===== src/rtl/ahb_bridge_pkg.sv =====
// Shared encodings for the AHB-to-APB bridge: HTRANS, HRESP and the slave
// front-end response FSM states.
package ahb_bridge_pkg;
  localparam logic [1:0] HTRANS_IDLE   = 2'b00;
  localparam logic [1:0] HTRANS_BUSY   = 2'b01;
  localparam logic [1:0] HTRANS_NONSEQ = 2'b10;
  localparam logic [1:0] HTRANS_SEQ    = 2'b11;

  localparam logic HRESP_OKAY  = 1'b0;
  localparam logic HRESP_ERROR = 1'b1;

  typedef enum logic [2:0] {
    ST_IDLE,
    ST_SETUP,
    ST_XFER,
    ST_ERR1,
    ST_ERR2
  } state_t;
endpackage


===== src/rtl/ahb_addr_reg.sv =====
// Address-phase capture register. Loads on an accepted beat; on other
// HREADY-high edges only the transfer type collapses to IDLE.
module ahb_addr_reg
  import ahb_bridge_pkg::*;
#(
  parameter int ADDR_W = 32
) (
  input  logic              clk,
  input  logic              rst,
  input  logic              ready_in,
  input  logic              accept,
  input  logic [ADDR_W-1:0] addr,
  input  logic [1:0]        trans,
  input  logic              write,
  input  logic [2:0]        size,
  input  logic [2:0]        burst,
  output logic [ADDR_W-1:0] reg_addr,
  output logic [1:0]        reg_trans,
  output logic              reg_write,
  output logic [2:0]        reg_size,
  output logic [2:0]        reg_burst
);
  always_ff @(posedge clk or posedge rst) begin
    if (rst) begin
      reg_addr  <= '0;
      reg_trans <= HTRANS_IDLE;
      reg_write <= 1'b0;
      reg_size  <= '0;
      reg_burst <= '0;
    end else if (accept) begin
      reg_addr  <= addr;
      reg_trans <= trans;
      reg_write <= write;
      reg_size  <= size;
      reg_burst <= burst;
    end else if (ready_in) begin
      reg_trans <= HTRANS_IDLE;
    end
  end
endmodule


===== src/rtl/ahb_slave_frontend.sv =====
// AHB slave front end: captures the address phase, sequences one APB
// transfer per NONSEQ/SEQ beat and produces the two-cycle AHB ERROR response.
module ahb_slave_frontend
  import ahb_bridge_pkg::*;
#(
  parameter int ADDR_W = 32,
  parameter int DATA_W = 32
) (
  input  logic              h_clk,
  input  logic              h_reset,
  input  logic              h_sel,
  input  logic              h_ready_in,
  input  logic [ADDR_W-1:0] h_addr,
  input  logic [1:0]        h_trans,
  input  logic              h_write,
  input  logic [2:0]        h_size,
  input  logic [2:0]        h_burst,
  input  logic [DATA_W-1:0] h_wdata,
  input  logic              burst_err,
  input  logic              apb_done,
  input  logic              apb_err,
  input  logic [DATA_W-1:0] apb_rdata,
  output logic [ADDR_W-1:0] reg_addr,
  output logic [1:0]        reg_trans,
  output logic              reg_write,
  output logic [2:0]        reg_size,
  output logic [2:0]        reg_burst,
  output logic              apb_req,
  output logic [DATA_W-1:0] apb_wdata,
  output logic              h_ready_out,
  output logic              h_resp,
  output logic [DATA_W-1:0] h_rdata
);
  state_t state;
  logic   accept;
  logic   start;
  state_t accept_next;

  // HREADY must rise in the same cycle the APB side completes, so it is
  // decoded from the state rather than registered.
  always_comb begin
    h_ready_out = 1'b0;
    case (state)
      ST_IDLE, ST_ERR2: h_ready_out = 1'b1;
      ST_XFER:          h_ready_out = apb_done & ~apb_err;
      default:          h_ready_out = 1'b0;
    endcase
  end

  assign apb_req     = (state == ST_XFER);
  assign h_resp      = (state == ST_ERR1 || state == ST_ERR2) ? HRESP_ERROR : HRESP_OKAY;
  assign accept      = h_sel & h_ready_in & h_ready_out;
  assign start       = accept & h_trans[1];
  assign accept_next = !start ? ST_IDLE : (burst_err ? ST_ERR1 : ST_SETUP);

  ahb_addr_reg #(.ADDR_W(ADDR_W)) u_addr_reg (
    .clk       (h_clk),
    .rst       (h_reset),
    .ready_in  (h_ready_in),
    .accept    (accept),
    .addr      (h_addr),
    .trans     (h_trans),
    .write     (h_write),
    .size      (h_size),
    .burst     (h_burst),
    .reg_addr  (reg_addr),
    .reg_trans (reg_trans),
    .reg_write (reg_write),
    .reg_size  (reg_size),
    .reg_burst (reg_burst)
  );

  always_ff @(posedge h_clk or posedge h_reset) begin
    if (h_reset) begin
      state     <= ST_IDLE;
      apb_wdata <= '0;
      h_rdata   <= '0;
    end else begin
      case (state)
        ST_IDLE, ST_ERR2: state <= accept_next;
        ST_SETUP: begin
          apb_wdata <= h_wdata;
          state     <= ST_XFER;
        end
        ST_XFER: begin
          if (apb_done) begin
            if (apb_err) begin
              state <= ST_ERR1;
            end else begin
              h_rdata <= apb_rdata;
              state   <= accept_next;
            end
          end
        end
        ST_ERR1:  state <= ST_ERR2;
        default:  state <= ST_IDLE;
      endcase
    end
  end
endmodule


===== config.mk =====
export PLATFORM = sky130hd
export DESIGN_NAME = ahb_slave_frontend
export DESIGN_NICKNAME = d
export VERILOG_FILES = /design/src/rtl/ahb_bridge_pkg.sv /design/src/rtl/ahb_addr_reg.sv /design/src/rtl/ahb_slave_frontend.sv
export SDC_FILE = /design/constraint.sdc
export NUM_CORES = 1
export LEC_CHECK = 0
export ABC_AREA = 1
export CAP_MARGIN = 25
export CORE_ASPECT_RATIO = 0.5
export CORE_MARGIN = 5
export CORE_UTILIZATION = 44
export CTS_BUF_LIST = sky130_fd_sc_hd__clkbuf_2 sky130_fd_sc_hd__clkbuf_4 sky130_fd_sc_hd__clkbuf_8
export DETAILED_ROUTE_END_ITERATION = 7
export PLACE_DENSITY = 0.91
export SETUP_SLACK_MARGIN = 0.4
export SYNTH_ARGS = -nofsm -noshare
export SYNTH_HDL_FRONTEND = slang
export SYNTH_SLANG_ARGS = --single-unit

===== constraint.sdc =====
create_clock -name h_clk -period 7.4 [get_ports h_clk]
set_input_delay 1.11 -clock h_clk [delete_from_list [all_inputs] [get_ports h_clk]]
set_output_delay 1.11 -clock h_clk [all_outputs]
set_load 0.02 [all_outputs]

==> summary.txt <==
GRT
  – Global route hottest layer: met2
  – GRT overflow: 0
  – Initial antenna violation count: 0
  – Met3 Usage GRT: 0.0559
  – Pin count of the biggest net entering global routing: 85
  – Aggregate global-route resource usage: 0.220
  – Global-route track usage on met2: 0.395
  – Global-route wire length before repair: 20.4 mm
  – Met1 usage: 0.256
  – Vias in the first global route: 3,952

Floorplanning
  – Horiz. Die Dim: 148 um
  – IO Count: 220
  – Cell Rows: 25
  – Die ar.: 0.0117 sq mm
  – Die Y: 79.1 um
  – Initial Util: 0.447
  – Core Area: 0.00938 sq mm

CTS
  – Post-CTS Setup Repair Bufs: 0
  – CTS buffer count: 9
  – Clock root cell: clkbuf_8
  – CTS H-tree lvls: 3
  – Clock-pin slew on the worst setup and hold paths: 0.09 ns
  – CTS sink cnt: 108
  – CTS max path bufs: 2
  – Clock Latency Late Sink: 0.36 ns
  – CTS tree: built
  – Post_cts resized: 0
  – Cts hold-fix bufs: 0

Finish
  – Final Net Count: 796
  – Fin util: 0.719
  – Proportion of layout cells with a drive suffix above 1: 0.0421
  – Fill cells: 690
  – Non-Filler Instances: 810
  – Layout area overhead: 60.6%
  – Antenna diodes: 0

Yosys
  – Most frequent cell after synthesis: nand2_1
  – FF+latch count, synth: 108
  – Synth cell types: 18
  – Mapped cell area: 0.00420 sq mm
  – Synth area leader: dfrtp_1
  – Synth async-reset ratio: 1.00
  – Top cell type's share of synthesized area: 0.644
  – Top cells by area, synth: dfrtp_1, nand2_1, nand3_1, buf_2, clkbuf_1
  – Cells after Synth: 474
  – Ys flop type: dfrtp_1
  – Post-synth top cells: nand2_1, dfrtp_1, nand3_1, clkbuf_1, buf_2
  – Syn_area_per_cell: 8.86 sq um
  – Post-synthesis net count: 586
  – YS warnings: 0
  – EDFF count, synth: 0
  – Sequential-to-total area share from yosys stat: 0.644

Setup path
  – Worst path most repeated cell: clkdlybuf4s50_1
  – Crit-path max cell delay: 0.72 ns
  – FF-to-FF path depth: 6
  – Worst setup EP type: output pin
  – Crit Path Max Fanout: 44
  – R2R Path Start: state[2]
  – Worst path slowest cell: clkdlybuf4s50_1
  – CP Cell Sequence: clkdlybuf4s50_1, inv_1, nor2_1, nand3_4, nand2_4, clkdlybuf4s50_1
  – WP data arrival: 3.37 ns
  – CP Launch Point: apb_done
  – WS Path Type: primary input to output pin
  – Worst setup SP type: primary input
  – Worst EP required: 6.29 ns

Detailed routing
  – Drt wl/cell: 15.9 um
  – Pre-antenna DRT Iters: 4
  – DRC viols: 0
  – Routed vias: 3,896
  – Final WL: 12.8 mm
  – Vias per cell: 4.81
  – DR iter-0 viols: 284
  – Routed Antenna Nets: 0

Timing
  – Max-slew violation count: 0
  – Final min period: 4.48 ns
  – Measured slew at the worst slew-check pin: 0.928 ns
  – Unrepaired setup endpoints after global routing: false
  – Final period utilization: 0.606
  – Clock skew: 0.00705 ns
  – Final Hold Viols: 0
  – Final setup viols: 0
  – Fmax: 223 MHz
  – Setup TNS: 0 ns
  – Slew HR: 0.381

Min path
  – WHS Path Cells: 2
  – Hold Startpoint: apb_wdata[6]
  – Worst min-delay path category: register to register

Pwr
  – Total power draw: 0.00292 W
  – Leak pwr: 3.29 nW
  – P per Cell Area: 434 mW/mm^2
  – Peak VDD IR: 0.000193 V

Placed design
  – IO buf count: 219
  – RD Place Congestion: 0.831
  – HPWL after DPL: 9.14 mm
  – Placed Cells: 793

Status
  – Status: finished, final reports clean

Flow run
  – Maxcap violations: 0
[final cells by class]
type,count,area [sq um],area share
well taps,121,151,0.0225
clock buffers,12,159,0.0236
inverters,11,43.8,0.00649
repair buffers,223,2240,0.333
flip-flops and latches,108,2700,0.401
clock inverters,4,95.1,0.0141
multi-input cells,331,1350,0.200
[layout by cell type, fill, tap and decap left out, types with 2 or more instances in the layout]
cell,count
o21ai_0,3
inv_2,3
bufinv_16,3
nor2_1,3
clkdlybuf4s50_1,219
clkbuf_8,11
nand3_1,43
dfrtp_1,108
nand2_1,274
a21oi_1,2
inv_1,6
buf_4,3
[report_power, final]
group,total [W],leakage [nW],internal (W),switching [W]
clock network,0.000441,0.130,0.000247,0.000195
registers,0.00102,1.34,0.000865,0.000153
logic,0.00146,1.82,0.000653,0.000811
[flip-flops by register name (all words and copies together), names as in the netlist]
signal and count:
apb_wdata 32, h_rdata 32, state 3, u_addr_reg.reg_addr 32, u_addr_reg.reg_burst 3, u_addr_reg.reg_size 3
u_addr_reg.reg_trans 2, u_addr_reg.reg_write 1
[path summary, 6_finish.rpt]
path	endpoint	slack (ns)
hold reg to reg	apb_wdata[6]	0.48
max in group asynchronous	h_rdata[11]	5.40
setup reg to reg	u_addr_reg.reg_addr[20]	4.95
hold / removal	apb_wdata[6]	0.48
setup / recovery	h_ready_out	2.92
min in group asynchronous	u_addr_reg.reg_size[1]	1.06
[kinds of logic after synthesis]
logic type,after synthesis,synth area share
AOI/OAI and AO/OA,5,0.00596
buffers and inverters,35,0.0364
DFF,108,0.644
and+or+nand+nor,326,0.314
[critical path, delay by kind of cell]
family / cells / cell delay, ns
buf+inv: 3 / 1.22
simple gates: 3 / 1.03
[metal layers]
| metal | vias to the layer above | part of all wire | routed length (um) |
|---|---|---|---|
| met3 | 36 | 0.048 | 616 |
| met2 | 136 | 0.53 | 6840 |
| met4 | 0 | 0.038 | 486 |
| met5 | - | 0 | 0 |
| li1 | 1872 | - | - |
| met1 | 1852 | 0.38 | 4900 |
[metrics by stage]
stage	setup slack (ns)	cell area, sq um	hold WS, ns
final	2.92	6740	0.477
after global routing	2.78	6740	0.497
after CTS	2.92	6720	0.481
after detailed placement	2.92	6460	0.458
after global placement	2.93	6460	0.452
after floorplan	3.44	4200	0.534
No activity file was read; power rests on OpenSTA's default activity.
